`config.mk`:
```
export PLATFORM = sky130hd
export DESIGN_NAME = pc_sequencer_flat
export DESIGN_NICKNAME = d
export VERILOG_FILES = /design/src/rtl/pc_seq_pkg.sv /design/src/rtl/pc_sequencer_if.sv /design/src/rtl/pc_next_calc.sv /design/src/rtl/pc_sequencer.sv /design/src/flat_wrapper.sv
export SDC_FILE = /design/constraint.sdc
export NUM_CORES = 1
export LEC_CHECK = 0
export CAP_MARGIN = 20
export CORE_AREA = 2 2 123 125
export DETAILED_ROUTE_END_ITERATION = 8
export DIE_AREA = 0 0 125 127
export GPL_ROUTABILITY_DRIVEN = 0
export PLACE_DENSITY = 0.74
export SLEW_MARGIN = 20
export SYNTH_ARGS = -nofsm -noshare
export SYNTH_HDL_FRONTEND = slang
export SYNTH_SLANG_ARGS = --single-unit
```
`constraint.sdc`:
```
create_clock -name clk -period 2.11 [get_ports clk]
set_input_delay 0.422 -clock clk [delete_from_list [all_inputs] [get_ports clk]]
set_output_delay 0.422 -clock clk [all_outputs]
set_load 0.05 [all_outputs]
```
`src/rtl/pc_seq_pkg.sv`:
```
// pc_seq_pkg: shared state encoding, MIPS opcode constants and the
// decode helpers used by the multi-cycle PC sequencer.
package pc_seq_pkg;

    typedef enum logic [2:0] {
        FETCH     = 3'd0,
        DECODE    = 3'd1,
        EXECUTE   = 3'd2,
        MEMORY    = 3'd3,
        WRITEBACK = 3'd4,
        UPDATE    = 3'd5,
        ERROR     = 3'd6
    } seqState_t;

    localparam logic [5:0] OP_RTYPE = 6'h00;
    localparam logic [5:0] OP_J     = 6'h02;
    localparam logic [5:0] OP_JAL   = 6'h03;
    localparam logic [5:0] OP_BEQ   = 6'h04;
    localparam logic [5:0] OP_BNE   = 6'h05;
    localparam logic [5:0] OP_ADDI  = 6'h08;
    localparam logic [5:0] OP_SLTI  = 6'h0A;
    localparam logic [5:0] OP_ANDI  = 6'h0C;
    localparam logic [5:0] OP_ORI   = 6'h0D;
    localparam logic [5:0] OP_LUI   = 6'h0F;
    localparam logic [5:0] OP_LW    = 6'h23;
    localparam logic [5:0] OP_SW    = 6'h2B;

    localparam logic [5:0]  FUNCT_JR  = 6'h08;
    localparam logic [31:0] INSTR_LEN = 32'd4;

    // True for every opcode the core implements; anything else is a nop.
    function automatic logic opIsKnown(input logic [5:0] op);
        logic known;
        case (op)
            OP_RTYPE, OP_J, OP_JAL, OP_BEQ, OP_BNE, OP_ADDI, OP_SLTI,
            OP_ANDI, OP_ORI, OP_LUI, OP_LW, OP_SW: known = 1'b1;
            default:                               known = 1'b0;
        endcase
        return known;
    endfunction

    // State that follows EXECUTE for a given instruction.
    function automatic seqState_t execRoute(input logic [5:0] op, input logic [5:0] fn);
        seqState_t route;
        route = WRITEBACK;
        if (!opIsKnown(op)) begin
            route = UPDATE;
        end else begin
            case (op)
                OP_LW, OP_SW:        route = MEMORY;
                OP_BEQ, OP_BNE, OP_J: route = UPDATE;
                OP_RTYPE:            route = (fn == FUNCT_JR) ? UPDATE : WRITEBACK;
                default:             route = WRITEBACK;
            endcase
        end
        return route;
    endfunction

endpackage

```
`src/rtl/pc_sequencer_if.sv`:
```
// pc_sequencer_if: instruction/data memory handshake plus the IR capture
// strobe. master = sequencer side, slave = memory/IR side.
interface pc_sequencer_if;
    logic imem_req;
    logic imem_ready;
    logic ir_load;
    logic dmem_req;
    logic dmem_we;
    logic dmem_ready;

    modport master (
        output imem_req, ir_load, dmem_req, dmem_we,
        input  imem_ready, dmem_ready
    );

    modport slave (
        input  imem_req, ir_load, dmem_req, dmem_we,
        output imem_ready, dmem_ready
    );
endinterface

```
`src/rtl/pc_next_calc.sv`:
```
// pc_next_calc: combinational next-PC target (PC+4, taken branch, j/jal,
// jr). Unknown opcodes fall through to PC+4.
module pc_next_calc
    import pc_seq_pkg::*;
(
    input  logic [31:0] pcIn,
    input  logic [15:0] imm,
    input  logic [25:0] jtarget,
    input  logic [31:0] rsValue,
    input  logic        aluZero,
    input  logic [5:0]  opcode,
    input  logic [5:0]  funct,
    output logic [31:0] target
);

    logic [31:0]        pcPlus4;
    logic signed [31:0] brOffset;

    assign pcPlus4  = pcIn + INSTR_LEN;
    assign brOffset = {{14{imm[15]}}, imm, 2'b00};

    // Select the target according to the instruction class.
    always_comb begin
        target = pcPlus4;
        case (opcode)
            OP_BEQ:       if (aluZero)  target = pcPlus4 + brOffset;
            OP_BNE:       if (!aluZero) target = pcPlus4 + brOffset;
            OP_J, OP_JAL: target = {pcPlus4[31:28], jtarget, 2'b00};
            OP_RTYPE:     if (funct == FUNCT_JR) target = rsValue;
            default:      target = pcPlus4;
        endcase
    end

endmodule

```
`src/rtl/pc_sequencer.sv`:
```
// pc_sequencer: multi-cycle FETCH/DECODE/EXECUTE/MEMORY/WRITEBACK/UPDATE
// control for the non-pipelined MIPS core. Drives the PC register load
// strobe and registered next-PC value.
// Optional macro PC_MISALIGN_TRAP_EN: a misaligned computed target traps
// to ERROR instead of having its low two bits cleared.
module pc_sequencer
    import pc_seq_pkg::*;
#(
    parameter logic [31:0] RESET_PC = 32'h0000_0000,
    parameter int          CNT_W    = 32,
    parameter int          TIMEOUT  = 255
) (
    input  logic                clk,
    input  logic                rst_n,
    pc_sequencer_if.master      memIf,
    input  logic [31:0]         pc_in,
    output logic [31:0]         pc_next,
    output logic                pc_load,
    input  logic [5:0]          opcode,
    input  logic [5:0]          funct,
    input  logic [15:0]         imm,
    input  logic [25:0]         jtarget,
    input  logic [31:0]         rs_value,
    input  logic                alu_zero,
    output logic                rf_we,
    output logic [2:0]          state,
    output logic                illegal_op,
    output logic                error,
    output logic [CNT_W-1:0]    instr_count
);

    seqState_t   stateQ;
    seqState_t   stateNext;
    logic [7:0]  waitCnt;
    logic        waiting;
    logic        waitTimeout;
    logic [31:0] target;
    logic        isStoreQ;
    logic        setIllegal;
    logic        setError;
    logic        loadTarget;

    pc_next_calc uCalc (
        .pcIn    (pc_in),
        .imm     (imm),
        .jtarget (jtarget),
        .rsValue (rs_value),
        .aluZero (alu_zero),
        .opcode  (opcode),
        .funct   (funct),
        .target  (target)
    );

    // A wait cycle is any request cycle that ends without ready.
    assign waiting = ((stateQ == FETCH)  && !memIf.imem_ready) ||
                     ((stateQ == MEMORY) && !memIf.dmem_ready);
    // Ready is tested before this, so ready on the last allowed cycle wins.
    assign waitTimeout = (waitCnt == 8'(TIMEOUT - 1));

    // Reset parks the FSM in FETCH; gating with rst_n keeps the fetch
    // request low while reset is still asserted.
    assign memIf.imem_req = rst_n && (stateQ == FETCH);
    assign memIf.ir_load  = memIf.imem_req && memIf.imem_ready;
    assign memIf.dmem_req = (stateQ == MEMORY);
    assign memIf.dmem_we  = (stateQ == MEMORY) && isStoreQ;
    assign rf_we          = (stateQ == WRITEBACK);
    assign state          = stateQ;

    // State register.
    always_ff @(posedge clk or negedge rst_n) begin
        if (!rst_n) stateQ <= FETCH;
        else        stateQ <= stateNext;
    end

    // Next-state decode and one-shot control events.
    always_comb begin
        stateNext  = stateQ;
        setIllegal = 1'b0;
        setError   = 1'b0;
        loadTarget = 1'b0;
        case (stateQ)
            FETCH: begin
                if (memIf.imem_ready) begin
                    stateNext = DECODE;
                end else if (waitTimeout) begin
                    stateNext = ERROR;
                    setError  = 1'b1;
                end
            end
            DECODE: begin
                stateNext  = EXECUTE;
                setIllegal = !opIsKnown(opcode);
            end
            EXECUTE: begin
                loadTarget = 1'b1;
                stateNext  = execRoute(opcode, funct);
`ifdef PC_MISALIGN_TRAP_EN
                if (target[1:0] != 2'b00) begin
                    loadTarget = 1'b0;
                    stateNext  = ERROR;
                    setError   = 1'b1;
                end
`endif
            end
            MEMORY: begin
                if (memIf.dmem_ready) begin
                    stateNext = isStoreQ ? UPDATE : WRITEBACK;
                end else if (waitTimeout) begin
                    stateNext = ERROR;
                    setError  = 1'b1;
                end
            end
            WRITEBACK: stateNext = UPDATE;
            UPDATE:    stateNext = FETCH;
            ERROR:     stateNext = ERROR;
            default:   stateNext = FETCH;
        endcase
    end

    // Memory wait counter, cleared whenever a request is not stalled.
    always_ff @(posedge clk or negedge rst_n) begin
        if (!rst_n)       waitCnt <= 8'd0;
        else if (waiting) waitCnt <= waitCnt + 8'd1;
        else              waitCnt <= 8'd0;
    end

    // Next-PC, load strobe, retired count and sticky flags.
    always_ff @(posedge clk or negedge rst_n) begin
        if (!rst_n) begin
            pc_next     <= RESET_PC;
            pc_load     <= 1'b0;
            isStoreQ    <= 1'b0;
            instr_count <= '0;
            illegal_op  <= 1'b0;
            error       <= 1'b0;
        end else begin
            // Low bits cleared: only a misaligned jr target can set them.
            if (loadTarget) begin
                pc_next  <= target & 32'hFFFF_FFFC;
                isStoreQ <= (opcode == OP_SW);
            end
            pc_load <= (stateNext == UPDATE);
            if (stateNext == UPDATE) instr_count <= instr_count + CNT_W'(1);
            if (setIllegal) illegal_op <= 1'b1;
            if (setError)   error      <= 1'b1;
        end
    end

endmodule

```
`src/flat_wrapper.sv`:
```
// flat-port wrapper written by rule: the top's interface ports become plain ports
module pc_sequencer_flat import pc_seq_pkg::*;
#(
    parameter logic [31:0] RESET_PC = 32'h0000_0000,
    parameter int          CNT_W    = 32,
    parameter int          TIMEOUT  = 255
)
  (clk, rst_n, pc_in, pc_next, pc_load, opcode, funct, imm, jtarget, rs_value, alu_zero, rf_we, state, illegal_op, error, instr_count, memIf_imem_req, memIf_ir_load, memIf_dmem_req, memIf_dmem_we, memIf_imem_ready, memIf_dmem_ready);
  pc_sequencer_if memIf_i ();
  input  logic clk;
  input  logic rst_n;
  input  logic [31:0] pc_in;
  output logic [31:0] pc_next;
  output logic pc_load;
  input  logic [5:0] opcode;
  input  logic [5:0] funct;
  input  logic [15:0] imm;
  input  logic [25:0] jtarget;
  input  logic [31:0] rs_value;
  input  logic alu_zero;
  output logic rf_we;
  output logic [2:0] state;
  output logic illegal_op;
  output logic error;
  output logic [CNT_W-1:0] instr_count;
  output wire logic [$bits(memIf_i.imem_req)-1:0] memIf_imem_req;
  output wire logic [$bits(memIf_i.ir_load)-1:0] memIf_ir_load;
  output wire logic [$bits(memIf_i.dmem_req)-1:0] memIf_dmem_req;
  output wire logic [$bits(memIf_i.dmem_we)-1:0] memIf_dmem_we;
  input wire logic [$bits(memIf_i.imem_ready)-1:0] memIf_imem_ready;
  input wire logic [$bits(memIf_i.dmem_ready)-1:0] memIf_dmem_ready;
  assign memIf_imem_req = memIf_i.imem_req;
  assign memIf_ir_load = memIf_i.ir_load;
  assign memIf_dmem_req = memIf_i.dmem_req;
  assign memIf_dmem_we = memIf_i.dmem_we;
  assign memIf_i.imem_ready = memIf_imem_ready;
  assign memIf_i.dmem_ready = memIf_dmem_ready;
  pc_sequencer #(.RESET_PC(RESET_PC), .CNT_W(CNT_W), .TIMEOUT(TIMEOUT)) u_core (.clk(clk), .rst_n(rst_n), .memIf(memIf_i), .pc_in(pc_in), .pc_next(pc_next), .pc_load(pc_load), .opcode(opcode), .funct(funct), .imm(imm), .jtarget(jtarget), .rs_value(rs_value), .alu_zero(alu_zero), .rf_we(rf_we), .state(state), .illegal_op(illegal_op), .error(error), .instr_count(instr_count));
endmodule
```
==> results of run 1 <==
[cells in the final DEF, fill, tap and decap left out, drive strengths merged, types with 5 or more instances in the layout]
cell,n
buf,295
clkdlybuf4s50,143
dfrtp,77
nor2,75
nand2,61
xnor2,56
a21oi,41
ha,36
nand3,35
xor2,34
a221oi,28
o21ai,28
inv,19
nand4,17
and3,17
and4,14
nor3,13
a221o,12
clkbuf,12
dlygate4sd2,9
and2,9
nand2b,8
clkdlybuf4s15,8
a31oi,8
a211oi,7
a22oi,6
nor4,5
o31ai,5
[power by group]
part           switching [µW]  internal, µW  total (µW)
clock network             704          1040        1740
logic                    3610          2510        6120
registers                 355          1870        2220
[sequential cells by signal (all words and copies together) (netlist names)]
name / count
u_core.illegal_op: 1
u_core.error: 1
u_core.isStoreQ: 1
u_core.pc_next: 30
u_core.state: 3
u_core.pc_load: 1
u_core.instr_count: 32
u_core.waitCnt: 8
[repair_timing]
item,CTS,global route
hold buffers,1,0
setup buffers,45,34
hold endpoints to repair,7,0
gates cloned,1,0
setup endpoints to repair,62,60
gates resized for setup,247,136
pin swaps,132,132
[path summary, 6_finish.rpt]
path	from	to	slack, ns	cells after the start
hold / removal	rst_n	u_core.instr_count[23]	0.15	2
setup reg to reg	u_core.waitCnt[3]	u_core.instr_count[30]	-0.15	10
min in group clk	u_core.error	u_core.error	0.49	1
setup / recovery	pc_in[8]	u_core.pc_next[28]	-1.14	18
hold reg to reg	u_core.error	u_core.error	0.49	1
max in group asynchronous	rst_n	u_core.illegal_op	1.38	2
[logic make-up after synthesis]
family / Yosys count / synth area share [%]
simple gates: 280 / 24.01
compound gates: 166 / 20.10
xor+xnor: 90 / 12.84
flops: 77 / 31.39
buf+inv: 48 / 3.750
fa+ha+maj: 37 / 7.664
other cells: 1 / 0.06109
mux: 1 / 0.1834
[layout make-up]
class                           count  area [µm²]  share of cell area [%]
Inverter                           18       75.07                  0.6133
Tap cell                          184       230.2                   1.881
Clock inverter                      6       86.33                  0.7053
Multi-Input combinational cell    576        5517                   45.07
Sequential cell                    77        1936                   15.81
Timing Repair Buffer              461        4168                   34.05
Clock buffer                       10       229.0                   1.871
[synthesized netlist by cell type, drive strengths merged (4+ instances only)]
master / instances
a211oi: 7
a21o: 4
a21oi: 41
a221o: 12
a221oi: 28
a22oi: 6
a31oi: 8
and2: 9
and3: 17
and4: 14
buf: 15
clkbuf: 15
dfrtp: 77
ha: 36
inv: 18
nand2: 61
nand2b: 8
nand3: 35
nand4: 17
nor2: 75
nor2b: 4
nor3: 13
nor3b: 4
nor4: 5
o211ai: 4
o21ai: 28
o31ai: 5
or2: 4
or3: 4
xnor2: 56
xor2: 34
[per-stage QoR]
step           hold slack [ns]  power, µW  TNS (ns)  cells
6_report                0.1460      10080    -22.64   1332
5_1_grt                 0.1861      10380    -26.04   1332
4_1_cts                 0.1628       9254    -14.78   1302
3_5_place_dp            0.2469       7113    -61.19   1243
3_3_place_gp            0.2464       7040    -57.67   1243
2_1_floorplan           0.1264       5044    -15.84    701
[layer usage]
layer / global-route usage [%] / up-vias / part of all wire (%)
met1: 39.24 / 4002 / 36
met2: 54.64 / 604 / 49
met5: 0 / - / 0
met4: 16.60 / 0 / 7.3
met3: 6.407 / 208 / 8.4
li1: - / 3465 / -
==> results.yml, run 1 <==
detailed_routing:
  wl_per_cell_um: 24.32
  ant_nets: 0
  drtPass1Iterations: 6
  vias_per_cell: 6.215
  drc: 0
  vias: 8279
  routed_wl_um: 32390
  drt_iter0_markers: 834
setup_path:
  crit_family: "simple AND/OR/NAND/NOR gates"
  cp_data_arrival_time_ns: 3.53
  cpPeakStageDelay_ns: 0.31
  slowest_stage: "ha_4"
  critPathBufInv: 3
  cp_max_fo: 5
  cp-start-kind: "primary input"
  path_class: "in -> reg"
  end_kind: "flip-flop"
  cp.required_ns: 2.39
  path_cells: "buf_2, and4_4, nand4_4, nor3_4, buf_12, nand2_2, xnor2_4, ha_4, buf_4, nand2_1, nor3_4, nand3_2, a211oi_4, a211o_1, a31oi_2, xnor2_1, nand2_1, a21oi_2"
synth:
  synthCells: 700
  ys_seq_area_share_pct: 31.39
  ys_ff_latch: 77
  synth_area_leader_cell: "dfrtp_1"
  synthArstFlopShare_pct: 100.0
  synth_edf_count: 0
  syn_avg_cell_area_um2: 8.769
  netlist-cell-type-count: 72
  synth_top_area_share_pct: 31.39
  synth_ff_type: "dfrtp_1"
  syn_area_um2: 6138
  yosysWarnings: 0
  synth.top_cells.by_area: "dfrtp_1, xnor2_1, ha_1, xor2_1, nor2_1"
sta:
  fin_ws_ns: -1.139
  hold_violations: 0
  period_minus_slack_ns: 3.249
  max_freq_ghz: 0.3078
  worstMarginPinSlew_ns: 0.5458
  relSlewSlack_pct: 63.50
  fin_skew_ns: 0.01091
  finalCritPeriodShare_pct: 154.0
  finalSetupViolations: 52
  rsz0062_at_grt: "yes"
  slew_viol_final: 0
die:
  die_h_um: 127
  dieArea_um2: 15880
  boundaryPins: 198
  row_count: 44
  initial_utilization_pct: 42.56
  dieWidth_um: 125
  core-area_um2: 14420
grt:
  first_global_vias: 7789
  grt_pass1_wl_um: 40830
  grt_max_degree: 36
  grt-ovfl-total: 0
  antenna_found_initial: 0
  grt_util_all_layers_pct: 32.26
clock_network:
  clk_path_buf_depth: 2
  clk_pin_slew_worst_paths_ns: 0.06
  clock_sinks: 77
  cts_root_buf: "clkbuf_16"
  numCtsBuffers: 9
  cts_tree: "built"
  clk_latency_ns: 0.36
  htree_num_levels: 3
worst_hold_path:
  worst_hold_path_type: "in -> async"
finish:
  diodes: 0
  drive_above_1_share_pct: 46.60
  n_fill_cell: 664
  fin_util_pct: 84.86
  fin_area_um2: 12240
  num-nets-final: 1303
  area_growth_pct: 99.41
place:
  place.port_buffers: 191
  dp_hpwl_um: 16760
  place_ws_ns: -1.848
  placed_cell_area_um2: 9918
power_and_ir_drop:
  ir_drop_v: 0.0006460
  power_leakage_uw: 0.005361
  pwr_density_cell_nw_per_um2: 823.7
job:
  maxCapViolations: 0
run_status:
  outcome: "finished, violations left"
  violations: "setup timing"
Power figures use the tool's default switching activity.
==> run 2, diff against run 1 <==
--- a/config.mk
+++ b/config.mk
@@ -11,6 +11,7 @@
 export DIE_AREA = 0 0 125 127
 export GPL_ROUTABILITY_DRIVEN = 0
 export PLACE_DENSITY = 0.74
+export SETUP_SLACK_MARGIN = 0.15
 export SLEW_MARGIN = 20
 export SYNTH_ARGS = -nofsm -noshare
 export SYNTH_HDL_FRONTEND = slang
==> run 2 against run 1 <==
Effect of this change: the flow still finishes with violations (setup timing); wire length grew 12%; cell count increased by 2.6%; hold slack lost 0.028 ns; highest routed layer unchanged.
==> results.yml, run 2 (synthesis gave the netlist of run 1 again) <==
run_status:
  outcome: "finished, violations left"
  violations: "setup timing"
die:
  boundaryPins: 198
  core-area_um2: 14420
  dieArea_um2: 15880
  initial_utilization_pct: 42.56
  dieWidth_um: 125
  row_count: 44
  die_h_um: 127
detailed_routing:
  vias_per_cell: 6.497
  routed_wl_um: 36430
  vias: 8881
  drc: 0
  ant_nets: 0
  drtPass1Iterations: 5
  wl_per_cell_um: 26.65
  drt_iter0_markers: 1014
sta:
  fin_skew_ns: 0.009329
  relSlewSlack_pct: 58.77
  rsz0062_at_grt: "yes"
  slew_viol_final: 0
  hold_violations: 0
  fin_hold_ws_ns: 0.1181
  fin_ws_ns: -1.289
  finalCritPeriodShare_pct: 161.1
  max_freq_ghz: 0.2942
  period_minus_slack_ns: 3.399
  finalSetupViolations: 58
  worstMarginPinSlew_ns: 0.6210
finish:
  top_register: "u_core.instr_count"
  drive_above_1_share_pct: 52.37
  layout_commonest_cell: "buf_4"
  n_fill_cell: 534
  multiInputGateArea_um2: 5849
  seqCellArea_um2: 1939
  top_regs: "u_core.instr_count (32), u_core.pc_next (30), u_core.waitCnt (8)"
  largest_reg_flops: 32
  fin_util_pct: 88.97
  num-nets-final: 1337
  area_growth_pct: 109.1
  layout_common_cells: "buf_4, clkdlybuf4s50_1, dfrtp_1"
setup_path:
  cp_max_fo: 3
  cp-start-kind: "primary input"
  crit_family: "simple AND/OR/NAND/NOR gates"
  cpPeakStageDelay_ns: 0.48
  critPathBufInv: 3
  path_class: "in -> reg"
  slowest_stage: "xor2_1"
  cp_data_arrival_time_ns: 3.69
  cp.required_ns: 2.40
  end_kind: "flip-flop"
  path_cells: "buf_2, nand3_4, nor2_4, and3_4, buf_4, nand3_4, xnor2_4, ha_4, a21o_1, and2b_2, a211oi_4, nand4_1, nand2_1, xor2_1, a221oi_2, buf_4, nor2_1"
grt:
  grt-ovfl-total: 0
  grt_util_all_layers_pct: 33.64
  first_global_vias: 8129
  grt_max_degree: 78
  grt_pass1_wl_um: 42780
  antenna_found_initial: 1
clock_network:
  htree_num_levels: 3
  cts_root_buf: "clkbuf_16"
  cts_tree: "built"
  numCtsBuffers: 9
  clock_sinks: 77
  clk_pin_slew_worst_paths_ns: 0.07
  clk_latency_ns: 0.36
  clk_path_buf_depth: 2
worst_hold_path:
  worst_hold_path_type: "in -> async"
power_and_ir_drop:
  ir_drop_v: 0.0007834
  pwr_density_cell_nw_per_um2: 804.7
  power_leakage_uw: 0.005863
place:
  place.port_buffers: 191
  dp_hpwl_um: 16900
job:
  maxCapViolations: 0
run 2: path summary, 6_finish.rpt:
path | start | end | slack (ns) | depth (start not counted)
worst max-delay path | pc_in[7] | u_core.pc_next[22] | -1.29 | 17
worst min-delay path | rst_n | u_core.instr_count[26] | 0.12 | 2
worst max register to register | u_core.waitCnt[4] | u_core.instr_count[30] | -0.11 | 11
worst min register to register | u_core.instr_count[24] | u_core.instr_count[24] | 0.49 | 1
max in group asynchronous | rst_n | u_core.state[0] | 1.65 | 2
min in group clk | u_core.instr_count[24] | u_core.instr_count[24] | 0.49 | 1
run 2: final cells by class:
type / count / area share [%]
antenna: 1 / 0.01950
inverter: 18 / 0.6435
sequential: 77 / 15.11
clock inverter: 7 / 0.4485
multi-input combinational: 576 / 45.58
clock buffer: 9 / 1.755
timing repair buffer: 495 / 34.65
tap: 184 / 1.794
run 2: report_power, final:
group | switching, µW | total [µW] | internal, µW
clock network | 761 | 1580 | 816
registers | 332 | 2200 | 1870
logic | 3930 | 6550 | 2620
run 2: what timing repair did:
| action | in CTS | in global routing |
|---|---|---|
| endpoints found under the setup margin | 104 | 79 |
| gates cloned | 1 | 0 |
| hold buffers | 0 | 0 |
| buffers inserted | 59 | 42 |
| gates resized for setup | 305 | 174 |
| pin swaps | 136 | 117 |
run 2: routing by layer:
metal  vias to the layer above  wire length [µm]  global-route usage (%)
met2                       811             16720                   57.67
met4                         0              3320                   14.38
met1                      4215             12660                   42.00
met5                         -                 0                       0
li1                       3537                 -                       -
met3                       318              3729                   5.988
run 2: through the flow:
| step | power (µW) | std cells | worst slack, ns | area, µm² | TNS (ns) |
|---|---|---|---|---|---|
| 2_1_floorplan | 5160 | 701 | -0.9034 | 6529 | -15.85 |
| 3_3_place_gp | 7076 | 1248 | -1.801 | 10090 | -56.56 |
| 3_5_place_dp | 7165 | 1248 | -1.840 | 10090 | -58.74 |
| 4_1_cts | 9166 | 1324 | -1.006 | 11680 | -16.21 |
| 5_1_grt | 10610 | 1367 | -1.354 | 12830 | -31.69 |
| 6_report | 10330 | 1367 | -1.289 | 12830 | -30.02 |
==> run 3, diff against run 2 <==
--- a/config.mk
+++ b/config.mk
@@ -6,11 +6,11 @@
 export NUM_CORES = 1
 export LEC_CHECK = 0
 export CAP_MARGIN = 20
-export CORE_AREA = 2 2 123 125
+export CORE_AREA = 2 2 142 144
 export DETAILED_ROUTE_END_ITERATION = 8
-export DIE_AREA = 0 0 125 127
+export DIE_AREA = 0 0 144 146
 export GPL_ROUTABILITY_DRIVEN = 0
-export PLACE_DENSITY = 0.74
+export PLACE_DENSITY = 0.58
 export SETUP_SLACK_MARGIN = 0.15
 export SLEW_MARGIN = 20
 export SYNTH_ARGS = -nofsm -noshare
==> run 3 against run 2 <==
Effect of this change: the flow still finishes with violations (setup timing); hold slack lost 0.012 ns; clock-buffer cell count is the same; wire length shrank 29%; cell count grew 5.6%; final area shrank 1.5%; sequential share of layout area grew 0.24 points; critical endpoint unchanged; critical path type unchanged; clock skew grew 0.0013 ns; sequential power shrank 4%.
==> results.yml, run 3 (synthesis gave the netlist of run 1 again) <==
grt:
  grt_pass1_wl_um: 37890
  antenna_found_initial: 0
  grt_util_all_layers_pct: 22.72
  grt-ovfl-total: 0
  grt_max_degree: 78
  first_global_vias: 7277
detailed_routing:
  drc: 0
  wl_met1_um: 11180
  routed_wl_um: 25810
  vias: 7301
  dr_wl_met2_um: 12840
  vias_per_cell: 5.056
  wl_per_cell_um: 17.87
  wl_met3_um: 1440
  drtPass1Iterations: 4
  ant_nets: 0
  maxUsedRoutingLayer: "met4"
  drt_iter0_markers: 364
finish:
  seqCellArea_um2: 1939
  diodes: 0
  area_growth_pct: 105.9
  largest_reg_flops: 32
  multiInputGateArea_um2: 5518
  top_register: "u_core.instr_count"
  fin_util_pct: 65.35
  fin_area_um2: 12640
  layout_commonest_cell: "buf_4"
  num-nets-final: 1334
  top_regs: "u_core.instr_count (32), u_core.pc_next (30), u_core.waitCnt (8)"
  n_fill_cell: 1487
  drive_above_1_share_pct: 49.45
  layout_common_cells: "buf_4, clkdlybuf4s50_1, buf_6"
run_status:
  violations: "setup timing"
  outcome: "finished, violations left"
sta:
  finalCritPeriodShare_pct: 147.6
  fin_setup_tns_ns: -17.81
  slew_viol_final: 0
  worstMarginPinSlew_ns: 0.5423
  relSlewSlack_pct: 63.73
  finalSetupViolations: 30
  fin_skew_ns: 0.01065
  period_minus_slack_ns: 3.114
  max_freq_ghz: 0.3212
  rsz0062_at_grt: "yes"
  hold_violations: 0
  fin_ws_ns: -1.004
place:
  dp_hpwl_um: 17480
  placed_cell_area_um2: 10220
  place.port_buffers: 191
job:
  maxCapViolations: 0
clock_network:
  numCtsBuffers: 9
  clk_pin_slew_worst_paths_ns: 0.07
  clock_sinks: 77
  cts_root_buf: "clkbuf_16"
  clk_path_buf_depth: 2
  ctsHoldBuffers: 0
  htree_num_levels: 3
  clk_latency_ns: 0.35
  cts_tree: "built"
die:
  boundaryPins: 198
  dieArea_um2: 21020
  die_h_um: 146
  core-area_um2: 19330
  row_count: 51
  initial_utilization_pct: 31.75
  dieWidth_um: 144
power_and_ir_drop:
  power_uw: 9810
  ir_drop_v: 0.0004857
  pwr_density_cell_nw_per_um2: 776.4
  power_leakage_uw: 0.005816
setup_path:
  cp_max_fo: 4
  crit_family: "compound AO/OA/AOI/OAI gates"
  cp_data_arrival_time_ns: 3.35
  rr_worst_depth: 11
  timing.rr.start: "u_core.waitCnt[4]"
  path_cells: "buf_6, buf_6, nand3_4, nor2_4, and3_4, and4_1, xor2_1, ha_1, a21oi_2, nand2_4, a31oi_4, a211oi_4, buf_4, nand4_1, nand2_1, xor2_1, a221oi_2, nor2_1"
  cp-start-kind: "primary input"
  cpPeakStageDelay_ns: 0.34
  startpoint: "pc_in[4]"
  critPathBufInv: 3
  cp.required_ns: 2.34
  slowest_stage: "a31oi_4"
  r2r_slack_ns: -0.04
  r2r_end: "u_core.instr_count[27]"
  path_class: "in -> reg"
  end_kind: "flip-flop"
worst_hold_path:
  worst_hold_path_type: "in -> async"
==> run 3: per-stage QoR <==
stage / hold WS (ns) / setup WS [ns] / cells
detailed placement: 0.4648 / -1.821 / 1334
CTS: 0.1347 / -0.9699 / 1408
global placement: 0.4536 / -1.826 / 1334
floorplan: 0.1264 / -0.9034 / 701
global route: 0.1474 / -1.142 / 1444
finish: 0.1060 / -1.004 / 1444
==> run 3: worst max-delay path by stage <==
stage,end,slack (ns),depth (start not counted)
after floorplan,u_core.pc_next[28],-0.90,15
after global placement,u_core.pc_next[25],-1.83,16
after detailed placement,u_core.pc_next[25],-1.82,16
after CTS,u_core.pc_next[31],-0.97,17
after global routing,u_core.pc_next[18],-1.14,18
final,u_core.pc_next[22],-1.00,18
==> run 3: timing repair <==
action,in CTS,in global routing
setup buffers,58,35
endpoints found under the setup margin,104,84
pin swaps,179,133
cloned,0,1
gates resized for setup,291,152
==> run 3: final cells by class <==
| cell class | instances | area share, % |
|---|---|---|
| multi-input cells | 576 | 43.67 |
| well taps | 265 | 2.624 |
| flip-flops and latches | 77 | 15.35 |
| inverters | 18 | 0.5941 |
| repair buffers | 492 | 35.48 |
| clock buffers | 9 | 1.782 |
| clock inverters | 7 | 0.5050 |
==> run 3: layer usage <==
| metal | vias up | global-route usage (%) |
|---|---|---|
| met5 | - | 0 |
| met4 | 0 | 5.049 |
| met3 | 28 | 4.376 |
| met2 | 217 | 37.24 |
| met1 | 3535 | 30.98 |
| li1 | 3521 | - |
==> run 3: where the power goes <==
part | switching (µW) | leakage [µW] | internal [µW]
clock | 754 | 0.000137 | 828
combinational | 3490 | 0.00473 | 2630
sequential | 246 | 0.000948 | 1870
==> edit 1 (flow settings as in run 3) <==
`CNT_W` is set to 32 in 2 places; all go to 24.
--- a/src/rtl/pc_sequencer.sv
+++ b/src/rtl/pc_sequencer.sv
@@ -7,7 +7,7 @@
     import pc_seq_pkg::*;
 #(
     parameter logic [31:0] RESET_PC = 32'h0000_0000,
-    parameter int          CNT_W    = 32,
+    parameter int          CNT_W    = 24,
     parameter int          TIMEOUT  = 255
 ) (
     input  logic                clk,
--- a/src/flat_wrapper.sv
+++ b/src/flat_wrapper.sv
@@ -2,7 +2,7 @@
 module pc_sequencer_flat import pc_seq_pkg::*;
 #(
     parameter logic [31:0] RESET_PC = 32'h0000_0000,
-    parameter int          CNT_W    = 32,
+    parameter int          CNT_W    = 24,
     parameter int          TIMEOUT  = 255
 )
   (clk, rst_n, pc_in, pc_next, pc_load, opcode, funct, imm, jtarget, rs_value, alu_zero, rf_we, state, illegal_op, error, instr_count, memIf_imem_req, memIf_ir_load, memIf_dmem_req, memIf_dmem_we, memIf_imem_ready, memIf_dmem_ready);
Ports: changed (resized instr_count); port bits go from 198 to 190. No check against the original RTL was run, so the function may have changed too.
==> edit 1 against run 3 <==
  * The flow still finishes with violations (negative setup slack)
  * Critical endpoint is now u_core.pc_next[28]
  * Global-route usage up 0.37 points
  * Via count shrank 1.3%
  * Synthesized area fell by 3.8%
  * Worst setup slack gained 0.046 ns
  * Count of clock-buffer cells in the layout unchanged
  * Highest routed layer unchanged
  * Largest cell class unchanged
  * Sequential cell count down 8
  * Power fell by 3.0%
  * Wire length decreased by 0.54%
  * First-iteration DRC count down 30%
  * Design area down 4.2%
  * Register-to-register slack worse by 0.05 ns
==> edit 1: results (changes against run 3) <==
- Vias in the first global route: 7354 (+1.1%)
- The area share of fa/ha/maj cells after synthesis came to 8.39% (+0.73 points).
- Setup WS post-layout: -0.958 ns (+0.0456 ns)
- Max-Slew Margin vs Limit: 35.7% (-28 points)
- The critical path ends at u_core.pc_next[28].
- Status: complete, but fails checks
- The number of buffers added on ports came to 183 (-4.2%).
* Leading cell types by total area after synthesis: dfrtp_1 (29%), ha_1 (8.1%), xnor2_1 (7.6%), nor2_1 (5.3%), a21oi_1 (4.7%)
- Number of setup violations in the final report: 39 (+30%)
* Cells after synthesis: 698 (-0.29%)
- The largest registers in the layout are u_core.pc_next (30), u_core.instr_count (24), u_core.waitCnt (8).
* Fraction of the yosys area taken by sequential cells: 29.2% (-2.1 points)
- Number of unique standard cell types used by synthesis: 67 (-6.9%)
* Later-pin clock latency in the skew report: 0.35 ns (about the same)
- Commonest cells in the netlist: nor2_1 (83), dfrtp_1 (69), nand2_1 (61)
- Setup slack, reg-to-reg: -0.09 ns (-0.05 ns)
- Slowest-stage cell, CP: or4b_1
* Gate family responsible for the most delay along the worst path: simple AND/OR/NAND/NOR gates
- Failing checks: negative setup slack
* R2R Path End: u_core.instr_count[23]
- Share of cell area taken by muxes after synthesis: 1.40% (+1.2 points)
* Setup skew after layout: 0.00628 ns (-0.00437 ns)
* Drt wl/cell: 18.1 um (+1.3%)
* Global-route usage over all layers: 23.1% (+0.37 points)
* Overall via count from detail_route: 7203 (-1.3%)
- The placed instance count is 1322 (-0.90%).
- The wire length of the first global-routing pass came to 38.2 mm (+0.75%).
- The share of cells above drive strength 1 is 48.6% (-0.88 points).
- Area fraction in compound gates after synthesis: 21.0% (+0.90 points)
* Maximum single-stage delay on the critical path: 0.51 ns (+0.17 ns)
- The DRC marker count from the first detailed-route iteration was 254 (-30%).
* Fill cell total of the finished layout: 1589 (+6.9%)
- Arr. time, crit path: 3.33 ns (-0.02 ns)
* Total Routed Length: 25.7 mm (-0.54%)
* Xor/xnor cell area share of the yosys netlist: 12.0% (-0.83 points)
* Reg-to-Reg Start: u_core.waitCnt[0]
edit 1: per-layer routing:
metal	track usage, %	wire, um	vias to the layer above
met2	40.4	13000	183
met5	0	0	-
met3	3.03	1030	56
met4	7.99	748	0
li1	-	-	3460
met1	28.9	10900	3504
edit 1: power breakdown:
part | switching, uW | internal (uW) | leakage (uW)
combinational | 3470 | 2510 | 0.00455
clock | 725 | 825 | 0.000139
sequential | 257 | 1730 | 0.000832
edit 1: area by class of cell:
| type | instances | area share [%] |
|---|---|---|
| inverters | 18 | 0.579 |
| multi-input cells | 583 | 45.5 |
| clock inverters | 7 | 0.517 |
| well taps | 265 | 2.74 |
| clock buffers | 9 | 1.86 |
| repair buffers | 467 | 34.5 |
| flip-flops and latches | 69 | 14.4 |
edit 1: cell families after synthesis:
group,count (synthesis)
AOI/OAI and AO/OA,177
xor gates and xnor gates,81
adders and majority gates,39
buffers and inverters,47
DFF,69
muxes,8
other,1
and+or+nand+nor,276
edit 1: timing repair:
item	CTS	global route
endpoints found under the setup margin	93	67
hold buffers	0	0
pin swaps	121	96
resized for setup	248	160
cloned	1	0
setup buffers	46	33
edit 1: per-stage QoR:
step / hold slack (ns) / setup WS (ns) / util [%] / instance area (um2) / TNS [ns]
2_1_floorplan: 0.126 / -0.895 / - / 6240 / -14.30
3_3_place_gp: 0.453 / -1.73 / 51.1 / 9890 / -59.21
3_5_place_dp: 0.459 / -1.75 / 51.1 / 9890 / -60.00
4_1_cts: 0.374 / -0.935 / 57.5 / 11100 / -14.41
5_1_grt: 0.404 / -1.12 / 62.6 / 12100 / -21.38
6_report: 0.304 / -0.958 / 62.6 / 12100 / -16.47
==> edit 2 (flow settings as in run 3) <==
Without the edit above. Remove the case item `OP_BEQ` of the case on `opcode`.
--- a/src/rtl/pc_next_calc.sv
+++ b/src/rtl/pc_next_calc.sv
@@ -23,7 +23,6 @@
     always_comb begin
         target = pcPlus4;
         case (opcode)
-            OP_BEQ:       if (aluZero)  target = pcPlus4 + brOffset;
             OP_BNE:       if (!aluZero) target = pcPlus4 + brOffset;
             OP_J, OP_JAL: target = {pcPlus4[31:28], jtarget, 2'b00};
             OP_RTYPE:     if (funct == FUNCT_JR) target = rsValue;
Check against the original RTL: not equivalent (a bounded check fails within 4 cycles, from zero or initial values and one cycle with rst_n low).
==> edit 2 against run 3 <==
  * The flow still finishes with violations (negative setup slack)
  * Count of clock-buffer cells in the layout unchanged
  * Worst hold slack better by 0.016 ns
  * Critical path type unchanged
  * Critical endpoint is now u_core.pc_next[31]
  * First-iteration DRC count down 18%
  * Sequential cell count unchanged
  * Power up 0.77%
  * Synthesized cell count up 2.3%
  * Sequential share of layout area down 0.10 points
  * Design area up 0.62%
  * Wire length down 0.54%
  * Sequential power up 3%
  * Synthesized area down 0.24%
  * Largest power group unchanged
  * Worst setup slack worse by 0.022 ns
  * Fmax down 0.70%
==> edit 2: results (changes against run 3) <==
* Net total in the final layout: 1347 (+0.97%)
* Number of antenna violations at the first check in global routing: 1 (+1)
* Setup WS post-layout: -1.03 ns (-0.0220 ns)
- The via-per-instance ratio came to 5.11 (+1.1%).
- The distinct cell type count of the synthesized netlist is 71 (-1.4%).
* R2R Path End: u_core.instr_count[6]
- Leading cell types by total area after synthesis: dfrtp_1 (31%), ha_1 (8.2%), xnor2_1 (6.9%), xor2_1 (5.9%), nor2_1 (5.3%)
- Maximum single-stage delay on the critical path: 0.32 ns (-0.02 ns)
- The global-route total usage across every layer is 22.6% (-0.10 points).
* Number of standard cells in the layout, taps in and fillers out: 1453 (+0.62%)
* Commonest cells in the netlist: nor2_1 (87), dfrtp_1 (77), nand2_1 (74)
- Failing checks: negative setup slack
- The worst-case clock skew is 0.00935 ns (-0.00130 ns).
- Metal3 WL: 1.32 mm (-8.5%)
- WL met2: 13.2 mm (+2.7%)
- The DRC marker count from the first detailed-route iteration is 298 (-18%).
* Fraction of the yosys area taken by sequential cells: 31.5% (+0.077 points)
* Length in cells of the worst reg-to-reg path: 13 (+2)
* Total Routed Length: 25.7 mm (-0.54%)
* Status: complete, but fails checks
- The register-to-register setup slack was -0.17 ns (-0.13 ns).
* Arr. time, crit path: 3.38 ns (+0.03 ns)
- M1 wire length: 10.5 mm (-6.5%)
- Worst slack at placement: -1.84 ns (-0.0215 ns)
- Gates resized, CTS repair: 275 (-5.5%)
- The leakage power figure came to 0.00600 uW (+3.1%).
- Number of setup violations in the final report: 55 (+83%)
- The post-CTS setup buffer count was 42 (-28%).
- Among all stages on the critical path, the largest delay is contributed by ha_1.
## edit 2: cell types whose count changed after synthesis, sizes merged, moves of 8 or more
cell and delta:
xnor2 -8, buf -8, clkbuf +10, a221o +8
a21o +8, and4 -9, nand2 +13, nor2 +14
## edit 2: final cells by class
cell class                 instances  area, um2  area share (%)
multi-input combinational        594       5660            44.5
timing repair buffer             486       4430            34.8
sequential                        77       1940            15.2
tap                              265        332            2.61
clock buffer                       9        225            1.77
clock inverter                     7       72.6           0.571
inverter                          15       56.3           0.443
## edit 2: cells by family after synthesis
family | Yosys count | synth area share, %
AND/OR/NAND/NOR | 287 | 23.2
AO/OA/AOI/OAI | 169 | 20.1
XOR/XNOR | 89 | 12.7
flip-flops | 77 | 31.5
buffers and inverters | 47 | 3.09
adder cells (fa/ha/maj) | 41 | 8.50
multiplexers | 5 | 0.858
other | 1 | 0.0612
## edit 2: metal layers
metal | GRT usage [%] | up-vias
met1 | 28.3 | 3592
li1 | - | 3552
met2 | 39.7 | 233
met3 | 3.55 | 51
met5 | 0 | -
met4 | 6.76 | 0
## edit 2: per-stage QoR
step	hold slack [ns]	setup TNS (ns)
after global placement	0.452	-63.92
after floorplan	0.126	-25.63
after global routing	0.161	-26.07
after CTS	0.127	-16.39
after detailed placement	0.459	-65.97
final	0.122	-20.41
## edit 2: worst max-delay path by stage
stage | cells past startpoint | slack, ns | startpoint | to
2_1_floorplan | 14 | -0.96 | pc_in[6] | u_core.pc_next[20]
3_3_place_gp | 15 | -1.77 | pc_in[2] | u_core.pc_next[31]
3_5_place_dp | 15 | -1.84 | pc_in[2] | u_core.pc_next[31]
4_1_cts | 16 | -0.90 | pc_in[3] | u_core.pc_next[31]
5_1_grt | 17 | -1.11 | pc_in[2] | u_core.pc_next[31]
6_report | 17 | -1.03 | pc_in[2] | u_core.pc_next[31]
